$ cat config.mk
export PLATFORM = sky130hd
export DESIGN_NAME = seg_scan
export DESIGN_NICKNAME = d
export VERILOG_FILES = /design/src/rtl/seg_pkg.sv /design/src/rtl/seg_decode.sv /design/src/rtl/seg_scan.sv
export SDC_FILE = /design/constraint.sdc
export NUM_CORES = 1
export LEC_CHECK = 0
export ABC_AREA = 1
export CAP_MARGIN = 10
export CORE_ASPECT_RATIO = 0.8
export CORE_UTILIZATION = 40
export CTS_BUF_LIST = sky130_fd_sc_hd__clkbuf_16
export CTS_CLUSTER_DIAMETER = 100
export DETAILED_ROUTE_END_ITERATION = 6
export GPL_TIMING_DRIVEN = 0
export PLACE_DENSITY = 0.59
export SLEW_MARGIN = 20
export SYNTH_ARGS = -nofsm -noshare
export SYNTH_HDL_FRONTEND = slang
export SYNTH_HIERARCHICAL = 1
export SYNTH_SLANG_ARGS = --single-unit
$ cat constraint.sdc
create_clock -name sys_clk_in -period 3.3 [get_ports sys_clk_in]
set_clock_uncertainty 0.2 [all_clocks]
set_input_delay 0.99 -clock sys_clk_in [delete_from_list [all_inputs] [get_ports sys_clk_in]]
set_output_delay 0.99 -clock sys_clk_in [all_outputs]
set_load 0.02 [all_outputs]
$ cat src/rtl/seg_pkg.sv
// Shared glyph codes, segment bit positions and display-frame types for the
// 8-digit multiplexed seven-segment scanner.
package seg_pkg;
    localparam int NUM_DIGITS = 8;
    localparam int CODE_W     = 5;

    localparam logic [CODE_W-1:0] GLYPH_BLANK     = 5'h10;
    localparam logic [CODE_W-1:0] GLYPH_DASH      = 5'h11;
    localparam logic [CODE_W-1:0] GLYPH_UNDERSCORE = 5'h12;
    localparam logic [CODE_W-1:0] GLYPH_OVERLINE  = 5'h13;
    localparam logic [CODE_W-1:0] GLYPH_INVADER   = 5'h14;

    localparam int SEG_A  = 0;
    localparam int SEG_B  = 1;
    localparam int SEG_C  = 2;
    localparam int SEG_D  = 3;
    localparam int SEG_E  = 4;
    localparam int SEG_F  = 5;
    localparam int SEG_G  = 6;
    localparam int SEG_DP = 7;

    typedef struct packed {
        logic [NUM_DIGITS*CODE_W-1:0] code;
        logic [NUM_DIGITS-1:0]        dp;
    } disp_t;

    function automatic logic [CODE_W-1:0] digit_code(input disp_t d, input int k);
        return d.code[CODE_W*k +: CODE_W];
    endfunction

    // Phase p lights digit p on bank 0 and digit p+4 on bank 1.
    function automatic logic [NUM_DIGITS-1:0] en_of(input logic [1:0] p);
        logic [NUM_DIGITS-1:0] e;
        e = '0;
        e[{1'b0, p}] = 1'b1;
        e[{1'b1, p}] = 1'b1;
        return e;
    endfunction
endpackage

$ cat src/rtl/seg_decode.sv
// Combinational glyph-code to seven-segment decode (bit0=a .. bit6=g, active-high).
module seg_decode
    import seg_pkg::*;
(
    input  logic [CODE_W-1:0] code,
    output logic [6:0]        seg
);
    always_comb begin
        seg = '0;
        case (code)
            5'h00: seg = 7'h3F;
            5'h01: seg = 7'h06;
            5'h02: seg = 7'h5B;
            5'h03: seg = 7'h4F;
            5'h04: seg = 7'h66;
            5'h05: seg = 7'h6D;
            5'h06: seg = 7'h7D;
            5'h07: seg = 7'h07;
            5'h08: seg = 7'h7F;
            5'h09: seg = 7'h6F;
            5'h0A: seg = 7'h77;
            5'h0B: seg = 7'h7C;
            5'h0C: seg = 7'h39;
            5'h0D: seg = 7'h5E;
            5'h0E: seg = 7'h79;
            5'h0F: seg = 7'h71;
            GLYPH_DASH:       seg[SEG_G] = 1'b1;
            GLYPH_UNDERSCORE: seg[SEG_D] = 1'b1;
            GLYPH_OVERLINE:   seg[SEG_A] = 1'b1;
            GLYPH_INVADER: begin
                seg[SEG_A] = 1'b1;
                seg[SEG_B] = 1'b1;
                seg[SEG_F] = 1'b1;
                seg[SEG_G] = 1'b1;
            end
            default: seg = '0;
        endcase
    end
endmodule

$ cat src/rtl/seg_scan.sv
// 8-digit seven-segment scanner: two digits per phase, blanking between phases,
// frame-atomic display updates applied only at the phase 3 -> 0 wrap.
module seg_scan
    import seg_pkg::*;
#(
    parameter int          BLANK_CYCLES = 2000,
    parameter logic [4:0]  BLANK_CODE   = 5'h10
) (
    input  logic        sys_clk_in,
    input  logic        sys_rst_n,
    input  logic        scan_clk,
    input  logic [39:0] disp_code,
    input  logic [7:0]  disp_dp,
    input  logic        disp_load,
    output logic [7:0]  an,
    output logic [7:0]  seg0,
    output logic [7:0]  seg1,
    output logic        frame_done,
    output logic        load_pending
);
    localparam int CW = (BLANK_CYCLES < 1) ? 1 : $clog2(BLANK_CYCLES + 1);
    localparam disp_t RST_DISP = '{code: {NUM_DIGITS{BLANK_CODE}}, dp: '0};

    logic          sync1, sync2, sync3;
    logic          scan_tick, wrap;
    logic [1:0]    phase, phase_nxt;
    logic [CW-1:0] blank_cnt;
    disp_t         shadow, pending, shad_nxt, disp_in;
    logic [6:0]    lo_seg, hi_seg;

    assign disp_in = '{code: disp_code, dp: disp_dp};

    // shad_nxt is what the shadow will hold after this edge, so the glyphs
    // registered at a wrap always belong to the new frame.
    always_comb begin
        scan_tick = sync2 & ~sync3;
        wrap      = scan_tick && (phase == 2'd3);
        phase_nxt = scan_tick ? phase + 2'd1 : phase;
        shad_nxt  = shadow;
        if (wrap) begin
            if (disp_load)         shad_nxt = disp_in;
            else if (load_pending) shad_nxt = pending;
        end
    end

    seg_decode u_dec_lo (.code(digit_code(shad_nxt, {29'd0, 1'b0, phase_nxt})), .seg(lo_seg));
    seg_decode u_dec_hi (.code(digit_code(shad_nxt, {29'd0, 1'b1, phase_nxt})), .seg(hi_seg));

    always_ff @(posedge sys_clk_in or negedge sys_rst_n) begin
        if (!sys_rst_n) begin
            {sync1, sync2, sync3} <= '0;
            phase     <= '0;
            blank_cnt <= CW'(BLANK_CYCLES);
            an        <= '0;
            seg0      <= '0;
            seg1      <= '0;
        end else begin
            sync1 <= scan_clk;
            sync2 <= sync1;
            sync3 <= sync2;
            phase <= phase_nxt;
            if (scan_tick) begin
                blank_cnt <= CW'(BLANK_CYCLES);
                an        <= (BLANK_CYCLES == 0) ? en_of(phase_nxt) : '0;
                seg0      <= {shad_nxt.dp[{1'b0, phase_nxt}], lo_seg};
                seg1      <= {shad_nxt.dp[{1'b1, phase_nxt}], hi_seg};
            end else begin
                if (blank_cnt != '0) blank_cnt <= blank_cnt - CW'(1);
                an <= (blank_cnt <= CW'(1)) ? en_of(phase) : '0;
            end
        end
    end

    always_ff @(posedge sys_clk_in or negedge sys_rst_n) begin
        if (!sys_rst_n) begin
            shadow       <= RST_DISP;
            pending      <= RST_DISP;
            load_pending <= 1'b0;
            frame_done   <= 1'b0;
        end else begin
            frame_done <= wrap;
            shadow     <= shad_nxt;
            if (wrap) begin
                load_pending <= 1'b0;
                if (disp_load) pending <= disp_in;
            end else if (disp_load) begin
                pending      <= disp_in;
                load_pending <= 1'b1;
            end
        end
    end
endmodule
==> results of run 1 <==
==> power by group <==
part / switching [mW] / total, mW / internal (mW)
Clock: 0.693 / 1.78 / 1.09
Combinational: 1.83 / 2.84 / 1.01
Sequential: 0.167 / 2.34 / 2.17
Total: 2.69 / 6.96 / 4.26
==> synth_stat cells (all sizes together) (6+ instances only) <==
cell type and count:
nand2 424, dfrtp 112, nor2 67, nand3 61, inv 59, buf 30
o21ai 29, dfstp 22, o211ai 13, a21oi 7, clkbuf 7, ha 7
nor3 6
==> what timing repair did <==
item | 4_1_cts | 5_1_grt
hold buffers | 0 | 0
cloned | 0 | 0
setup buffers | 0 | 2
setup endpoints to repair | 5 | 14
resized for setup | 4 | 29
pin swaps | 0 | 2
==> worst max-delay path: cells and delay by family <==
kind                   cells  cell delay, ps
AND/OR/NAND/NOR           13            1120
buffers and inverters      5             800
AO/OA/AOI/OAI              1             310
==> worst min-delay path by stage <==
stage / startpoint / end / slack, ps / depth (start not counted)
after detailed placement: sync1$_DFF_PN0_ / sync2$_DFF_PN0_ / 140 / 0
after CTS: sync1$_DFF_PN0_ / sync2$_DFF_PN0_ / 150 / 0
after floorplan: sync1$_DFF_PN0_ / sync2$_DFF_PN0_ / 130 / 0
after global routing: sync1$_DFF_PN0_ / sync2$_DFF_PN0_ / 160 / 0
after global placement: sync1$_DFF_PN0_ / sync2$_DFF_PN0_ / 130 / 0
final: sync1$_DFF_PN0_ / sync2$_DFF_PN0_ / 150 / 0
==> area by class of cell <==
class                           count  area [sq um]
Timing Repair Buffer               79         808.3
Clock buffer                       17         425.4
Fill cell                        1588          7589
Clock inverter                     15         122.6
Multi-Input combinational cell    623          2716
Sequential cell                   134          3381
Buffer                             36         216.5
Tap cell                          215         269.0
Inverter                           59         221.5
==> metal layers <==
metal	vias up	share of wire, %	wire length, um
li1	2847	-	-
met1	2451	53	8248
met2	116	41	6398
met3	17	4.6	722
met4	0	1.8	274
met5	-	0	0
==> logic make-up (layout without fill, tap and decap cells) <==
family | count (synthesis) | count (layout) | share of synthesized area [%]
AND/OR/NAND/NOR | 562 | 562 | 34.40
flip-flops | 134 | 134 | 52.61
adder cells (fa/ha/maj) | 7 | 7 | 1.363
AO/OA/AOI/OAI | 53 | 53 | 4.770
buffers and inverters | 96 | 206 | 6.718
XOR/XNOR | 1 | 1 | 0.1363
==> registers in the layout, indices dropped and copies added, names as in the netlist, 2 cells and up <==
name and count:
phase 2, seg1 8, an 4, blank_cnt 11
pending 48, shadow 48, seg0 8
==> placed cells by master (no fill, tap or decap), types with 17 or more instances in the layout <==
master	n
dfrtp_1	112
clkdlybuf4s50_1	75
nand3_1	59
nor2_1	56
nand2_1	423
inv_1	51
clkbuf_16	17
dfstp_2	22
==> per-stage QoR <==
step	hold slack [ps]	setup TNS [ps]	instances	setup WS [ps]	total power, mW
global route	164.1	-34.36	1178	-14.71	7.520
finish	149.8	0	1178	188.9	6.956
global placement	134.4	-557590	1144	-4411	5.044
floorplan	131.2	0	853	270.8	4.216
CTS	152.7	0	1177	20.53	6.862
detailed placement	140.2	-6036	1145	-497.0	5.038
==> run summary, run 1 <==
status: complete, no violations
Fmax: 0.3214 GHz
Die Span Y: 115.4 um
minimum clock period: 3111 ps
initial core utilization: 40.80%
M1 GR Usage: 30.39%
H-tree levels: 4
Final setup viols: 0
DRC violations left: 0
final core utilization: 51.82%
Routed Antenna Nets: 0
Site Rows: 41
Slowest cell on crit path: o21ai_2
Slew Limit Fails: 0
Area contributors post-synth: dfrtp_1 44%, nand2_1 25%, dfstp_2 9.0%, nand3_1 4.7%, nor2_1 3.9%
Die Area: 16580 sq um
Synth async-reset ratio: 100.0%
Syn Inst Count: 853
Max clock buf depth: 2
Max VDD drop: 0.0003997 V
synth warn: 6
post-synth top area share: 43.61%
worst r2r path cells: 18
Placer Congestion: 0.8650
Setup crit start: disp_load
ANT cells: 0
vias in the first global route: 5160
# clock sinks: 134
number of synthesized flops with an enable pin: 0
Remaining Overflow, GRT: 0
DR vias/cell: 4.610
ys flop type: dfrtp_1
RSZ-0062 raised after global routing: true
core box area: 15750 sq um
DRT Wirelength: 15640 um
crit path DAT: 3220 ps
Placement Cell Area: 7488 sq um
WP data required: 3410 ps
IO Port Bufs: 76
initial antenna violation count: 0
leakage power: 4.306 nW
Final period util: 94.28%
Initial DRC Count: 301
Syn Std Cell Area: 6426 sq um
# IOs: 78
GRT busiest layer: met1
Net Count, Synth: 912
layout cells sized above 1: 12.25%
Nets: 1009
Hold WC Path Type: reg -> reg
die width: 143.7 um
syn_area_per_cell: 7.534 sq um
CTS tree: yes
via count: 5431
pwr dens: 852.4 nW/um^2
flop2flop setup slack: 220 ps
CP startpoint kind: input pin
Seq/Total Area, Yosys: 52.61%
Tightest Pin Transition: 544.8 ps
Worst-path clk slew: 60 ps
drt first pass iters: 5
GRT met2 Usage: 29.22%
element type at the critical path end: flop
Clk Latency, worst-skew pair: 420 ps
Root Buffer: clkbuf_16
mean routed wirelength per cell: 13.28 um
Worst R2R Start: phase[0]$_DFF_PN0_
Max stage delay on crit path: 310 ps
TritonCTS buffer count: 17
first-pass GRT wire length: 25690 um
Rel. slew slack: 63.68%
count of final hold-check violations: 0
most frequent CP cell: nand2_1
Cell variety after synth: 28
met3 Track Usage GR: 5.040%
dpl hpwl: 11430 um
pin count of the biggest net entering global routing: 96
final instance area: 8160 sq um
Synth area leader: dfrtp_1
critical-path maximum fanout: 10
number of max-cap violations: 0
worst reg2reg endpoint: seg1[0]$_DFFE_PN0P_
critical-path cell list: buf_2, inv_2, buf_4, buf_4, nand2_1, nand2_1, nand2_1, nand2_1, nor2_1, o21ai_2, inv_1, nand2_1, nand2_1, nand2_1, nand2_1, nor2_1, nand3_1, nand2_1, nand2_1
overall global routing resource usage: 20.67%
class of the most critical setup path: in -> reg
FF+latch count, synth: 134
Worst Setup EP: seg1[0]$_DFFE_PN0P_
area delta synth->final: 26.99%
Note: power is estimated with default switching activity, not from simulation.
==> run 2, diff against run 1 <==
Settings changed: CORE_UTILIZATION 40 to 45, PLACE_DENSITY 0.59 to 0.67.
Clock period 3.3 ns to 2.75 ns, I/O delays scaled along.
==> run 2 against run 1 <==
  * Register-to-register slack got worse by 260 ps
  * Power is 40% higher
  * Global-route usage up 3.7 points
  * First-iteration DRC count increased by 12%
  * Critical path depth decreased by 1
  * The run now ends with negative setup slack left
  * Final cell count unchanged
  * Clock power up 43%
==> run summary, run 2 (synthesis results as in run 1) <==
core box area: 13740 sq um (-13%)
Placement Cell Area: 7550 sq um (+0.82%)
ANT cells: 0 (unchanged)
CTS tree: yes
area delta synth->final: 38.53%
die width: 135.6 um (-5.6%)
Root Buffer: clkbuf_16
Hold-fix buffers, CTS: 0 (unchanged)
Die Span Y: 108.9 um (-5.6%)
Rel. slew slack: 62.27% (-1.4 points)
vias in the first global route: 5648 (+9.5%)
IO Port Bufs: 76 (unchanged)
initial core utilization: 46.77% (+6.0 points)
Fill cells: 1176 (-26%)
CP startpoint kind: input pin
Worst-path clk slew: 60 ps (about the same)
final worst slack: -44.94 ps (-233.9 ps)
Initial DRC Count: 336 (+12%)
overall global routing resource usage: 24.41% (+3.7 points)
status: finished, violations left
minimum clock period: 2795 ps
via count: 5895 (+8.5%)
commonest non-fill, non-tap cell in the layout: nand2_1
Largest regs: pending (48), shadow (48), blank_cnt (11)
Max clock buf depth: 2 (unchanged)
layout cells sized above 1: 22.95% (+11 points)
Tightest Pin Transition: 566.0 ps (+21.18 ps)
H-tree levels: 4 (unchanged)
Site Rows: 38 (-7.3%)
leakage power: 4.598 nW (+6.8%)
Routed Antenna Nets: 0 (unchanged)
hold slack: 106.4 ps (-43.45 ps)
commonest non-fill, non-tap cells in the layout: 388 x nand2_1, 110 x dfrtp_1, 75 x clkdlybuf4s50_1, 47 x nor2_1, 45 x nand3_1
DP Worst Slack: -709.1 ps (-212.1 ps)
Final period util: 101.6%
pwr dens: 1095 nW/um^2 (+28%)
DR vias/cell: 5.004 (+8.5%)
Die Area: 14770 sq um (-11%)
Hold WC Path Type: in -> async
class of the most critical setup path: in -> reg
final instance area: 8902 sq um (+9.1%)
first-pass GRT wire length: 27620 um (+7.5%)
Placer Congestion: 0.8871 (+2.6%)
Final setup viols: 9 (+9)
Max VDD drop: 0.0006180 V (+55%)
critical-path maximum fanout: 7 (-3)
crit path DAT: 2950 ps (-270 ps)
Buf/Inv on CP: 6 (+1)
Max stage delay on crit path: 290 ps (-20 ps)
dpl hpwl: 11270 um (-1.4%)
Clk Latency, worst-skew pair: 410 ps (about the same)
violated checks: negative setup slack
cell family with most CP delay: simple AND/OR/NAND/NOR gates
Slowest cell on crit path: o211ai_1
initial antenna violation count: 0 (unchanged)
number of max-cap violations: 0 (unchanged)
Slew Limit Fails: 0 (unchanged)
Fmax: 0.3578 GHz
DRC violations left: 0 (unchanged)
DRT Wirelength: 17400 um (+11%)
WP data required: 2900 ps (-510 ps)
critical-path cell list: buf_8, inv_2, nand2_2, nand3_4, buf_8, nand2_2, nand2_2, o211ai_1, o21ai_2, buf_4, nor2_4, buf_4, nand3_1, nand2_1, inv_1, nand3_1, nand2_1, nand2_1
drt first pass iters: 5 (unchanged)
count of final hold-check violations: 0 (unchanged)
TritonCTS buffer count: 17 (unchanged)
# IOs: 78 (unchanged)
RSZ-0062 raised after global routing: true
element type at the critical path end: flop
pin count of the biggest net entering global routing: 86 (-10%)
post-layout power: 9.744 mW (+40%)
mean routed wirelength per cell: 14.77 um (+11%)
Remaining Overflow, GRT: 0 (unchanged)
# clock sinks: 134 (unchanged)
Nets: 1044 (+3.5%)
==> run 2: cell count changes in the layout (fill, tap and decap cells not counted), sizes merged <==
cell,previous run,this run
buf,32,68
clkinv,11,5
bufinv,2,6
clkbuf,25,23
clkinvlp,0,2
nand3,61,62
==> run 2: path summary, 6_finish.rpt <==
check | start | to | slack (ps) | cells past startpoint
worst max-delay path | disp_load | seg1[3]$_DFFE_PN0P_ | -40 | 18
worst min-delay path | sys_rst_n | pending[41]$_DFFE_PN0P_ | 110 | 1
worst max register to register | phase[1]$_DFF_PN0_ | seg1[1]$_DFFE_PN0P_ | -40 | 18
worst min register to register | sync1$_DFF_PN0_ | sync2$_DFF_PN0_ | 150 | 0
max in group asynchronous | sys_rst_n | phase[0]$_DFF_PN0_ | 1460 | 2
min in group sys_clk_in | sync1$_DFF_PN0_ | sync2$_DFF_PN0_ | 150 | 0
==> run 2: through the flow <==
stage	TNS (ps)	instances	utilization, %
2_1_floorplan	-21.02	853	-
3_3_place_gp	-595030	1109	54.71
3_5_place_dp	-9144	1110	54.94
4_1_cts	-68.71	1155	61.15
5_1_grt	-1791	1178	64.79
6_report	-249.1	1178	64.79
==> run 2: area by class of cell <==
cell class	count	area, sq um	area share (%)
inverter	59	226.5	2.544
multi-input combinational	624	3007	33.77
timing repair buffer	113	1090	12.24
tap	180	225.2	2.530
clock buffer	17	425.4	4.779
buffer	36	312.8	3.514
clock inverter	15	232.7	2.614
sequential	134	3383	38.00
==> run 2: routing by layer <==
metal,GRT usage [%],routed length [um]
met1,34.98,8479
met2,38.01,7861
met3,4.788,862
met4,6.019,194
met5,0,0
==> run 2: what timing repair did <==
action	4_1_cts	5_1_grt
setup endpoints to repair	14	14
gates resized for setup	29	99
pin swaps	8	35
cloned	0	3
buffers inserted	14	20
hold endpoints to repair	0	0
==> run 2: power by group <==
group          internal (mW)  total [mW]  switching [mW]
combinational           1.70        4.38            2.67
sequential              2.61        2.82           0.218
clock                   1.69        2.54           0.853
total                   6.00        9.74            3.74
==> run 3, diff against run 2 <==
Settings changed: CORE_MARGIN set to 5, TNS_END_PERCENT set to 1.
==> run 3 against run 2 <==
  * The run still ends with negative setup slack left
  * Die area is 14% higher
  * Critical path depth stayed put
  * Register-to-register slack worse by 20 ps
  * Routed wire length is 4.1% lower
  * Worst hold slack worse by 44 ps
  * Power is 8.2% lower
  * Combinational power is 3% lower
  * Sequential power hardly changed
  * Global-route usage is 4.5 points lower
  * Core utilization is 3.7 points lower
  * Fmax is 0.71% lower
  * Critical path type is now reg -> reg
  * Highest routed layer unchanged
==> run summary, run 3 (synthesis results as in run 1) <==
Max stage delay on crit path: 430 ps (+140 ps)
Net Sw Frac: 40.40% (+2.0 points)
Remaining Overflow, GRT: 0 (unchanged)
Seq pwr share: 31.5% (+2.5 points)
most frequent CP cell: nand2_1
worst reg2reg endpoint: seg1[4]$_DFFE_PN0P_
ANT cells: 0 (unchanged)
Max clock buf depth: 2 (unchanged)
Root Buffer: clkbuf_16
die width: 143.6 um (+5.9%)
Clock power frac: 21.2% (-4.9 points)
Tightest Pin Transition: 524.8 ps (-41.22 ps)
leakage power: 4.478 nW (-2.6%)
Worst R2R Start: phase[1]$_DFF_PN0_
overall global routing resource usage: 19.94% (-4.5 points)
RSZ-0062 raised after global routing: true
Fmax: 0.3552 GHz (-0.71%)
pwr dens: 1035 nW/um^2 (-5.4%)
Slew Limit Fails: 0 (unchanged)
commonest non-fill, non-tap cells in the layout: 396 x nand2_1, 110 x dfrtp_1, 75 x clkdlybuf4s50_1, 47 x nor2_1, 46 x nand3_1
H-tree levels: 4 (unchanged)
# IOs: 78 (unchanged)
Rel. slew slack: 65.02% (+2.7 points)
number of max-cap violations: 0 (unchanged)
drt first pass iters: 6 (+1)
mean routed wirelength per cell: 14.27 um (-3.4%)
DP Worst Slack: -742.3 ps (-33.13 ps)
CP startpoint kind: flop
initial antenna violation count: 0 (unchanged)
flop2flop setup slack: -60 ps (-20 ps)
final instance area: 8640 sq um (-3.0%)
Slowest cell on crit path: dfrtp_1
DR vias/cell: 4.942 (-1.2%)
minimum clock period: 2815 ps (+20.01 ps)
vias in the first global route: 5332 (-5.6%)
Die Area: 16790 sq um (+14%)
post-layout power: 8.946 mW (-8.2%)
Largest regs: pending (48), shadow (48), blank_cnt (11)
via count: 5777 (-2.0%)
violated checks: negative setup slack
critical-path maximum fanout: 6 (-1)
Clk Latency, worst-skew pair: 420 ps (about the same)
Initial DRC Count: 336 (unchanged)
Routed Antenna Nets: 0 (unchanged)
Hold-fix buffers, CTS: 0 (unchanged)
Nets: 1031 (-1.2%)
Site Rows: 39 (+2.6%)
WP data required: 2910 ps (about the same)
CTS tree: yes
final core utilization: 61.05% (-3.7 points)
Placer Congestion: 0.8641 (-2.6%)
DP Cell Count: 1114 (+0.36%)
Int Power: 5.332 mW (-11%)
dpl hpwl: 11440 um (+1.5%)
crit path DAT: 2970 ps (+20 ps)
first-pass GRT wire length: 26210 um (-5.1%)
Final period util: 102.4% (+0.73 points)
TNS Setup: -351.1 ps (-101.9 ps)
DRC violations left: 0 (unchanged)
NetSw: 3.614 mW (-3.5%)
IO Port Bufs: 76 (unchanged)
Hold WC Path Type: in -> async
Placement Cell Area: 7526 sq um (-0.31%)
Final setup viols: 10 (+1)
TritonCTS buffer count: 17 (unchanged)
final worst slack: -64.95 ps (-20.01 ps)
status: finished, violations left
core box area: 14150 sq um (+3.0%)
commonest non-fill, non-tap cell in the layout: nand2_1
count of final hold-check violations: 0 (unchanged)
DRT Wirelength: 16680 um (-4.1%)
pin count of the biggest net entering global routing: 102 (+19%)
worst r2r path cells: 18 (unchanged)
# clock sinks: 134 (unchanged)
final cell count without fillers: 1169 (-0.76%)
critical-path cell list: ha_4, nand3_4, nor2_4, buf_8, clkbuf_16, nand2_1, nand2_1, o211ai_1, o21ai_4, inv_2, nand2_2, nor2_2, nand2_1, nand2_2, inv_1, nand3_1, nand2_1, nand2_1
Worst-path clk slew: 50 ps (about the same)
area delta synth->final: 34.44%
layout cells sized above 1: 20.51% (-2.4 points)
Max VDD drop: 0.0005031 V (-19%)
initial core utilization: 45.41% (-1.4 points)
power share of the combinational group: 47.3% (+2.4 points)
hold slack: 62.65 ps (-43.73 ps)
element type at the critical path end: flop
class of the most critical setup path: reg -> reg
Die Span Y: 116.9 um (+7.3%)
-- run 3: cell types whose count changed in the layout (fill, tap and decap cells not counted), moves of 4 or more --
cell / previous run / this run
nand3_2: 15 / 11
bufinv_16: 6 / 0
nand2_1: 388 / 396
buf_4: 40 / 29
nand2_2: 31 / 25
inv_2: 18 / 22
-- run 3: worst max path at each step --
stage / slack [ps] / from / endpoint
after floorplan: -20 / disp_load / seg1[2]$_DFFE_PN0P_
after global routing: -210 / phase[1]$_DFF_PN0_ / seg0[3]$_DFFE_PN0P_
after detailed placement: -740 / disp_load / seg0[3]$_DFFE_PN0P_
final: -60 / phase[1]$_DFF_PN0_ / seg1[4]$_DFFE_PN0P_
after CTS: -40 / phase[0]$_DFF_PN0_ / seg1[6]$_DFFE_PN0P_
after global placement: -4660 / sys_rst_n / pending[33]$_DFFE_PN0P_
-- run 3: routing by layer --
layer	global-route usage (%)	up-vias	routed length (um)
met3	4.305	20	933
met1	29.75	2701	8069
met4	5.709	0	225
met5	0	-	0
li1	-	2890	-
met2	29.49	166	7456
-- run 3: critical path, delay by kind of cell, from the launching register on --
family,cells,cell delay (ps)
adders and majority gates,1,210
AOI/OAI and AO/OA,2,480
DFF,1,430
and+or+nand+nor,11,950
buffers and inverters,4,490
-- run 3: repair_timing --
action | in CTS | in global routing
resized for setup | 31 | 103
setup buffers | 9 | 13
cloned | 0 | 2
hold endpoints to repair | 0 | 0
endpoints found under the setup margin | 14 | 14
pin swaps | 8 | 36
-- run 3: power groups by stage --
stage          combinational [mW]  sequential (mW)  clock, mW
6_report                     4.23             2.82       1.89
5_1_grt                      4.68             2.88       2.03
4_1_cts                      3.49             2.82       1.93
3_5_place_dp                 3.30             2.84          0
3_3_place_gp                 3.29             2.83          0
2_1_floorplan                2.22             2.94          0
-- run 3: layout make-up --
type / count / area [sq um]
Fill cell: 1309 / 5512
Sequential cell: 134 / 3383
Multi-Input combinational cell: 623 / 2984
Timing Repair Buffer: 101 / 1027
Clock buffer: 17 / 425.4
Buffer: 36 / 297.8
Tap cell: 184 / 230.2
Inverter: 59 / 226.5
Clock inverter: 15 / 65.06
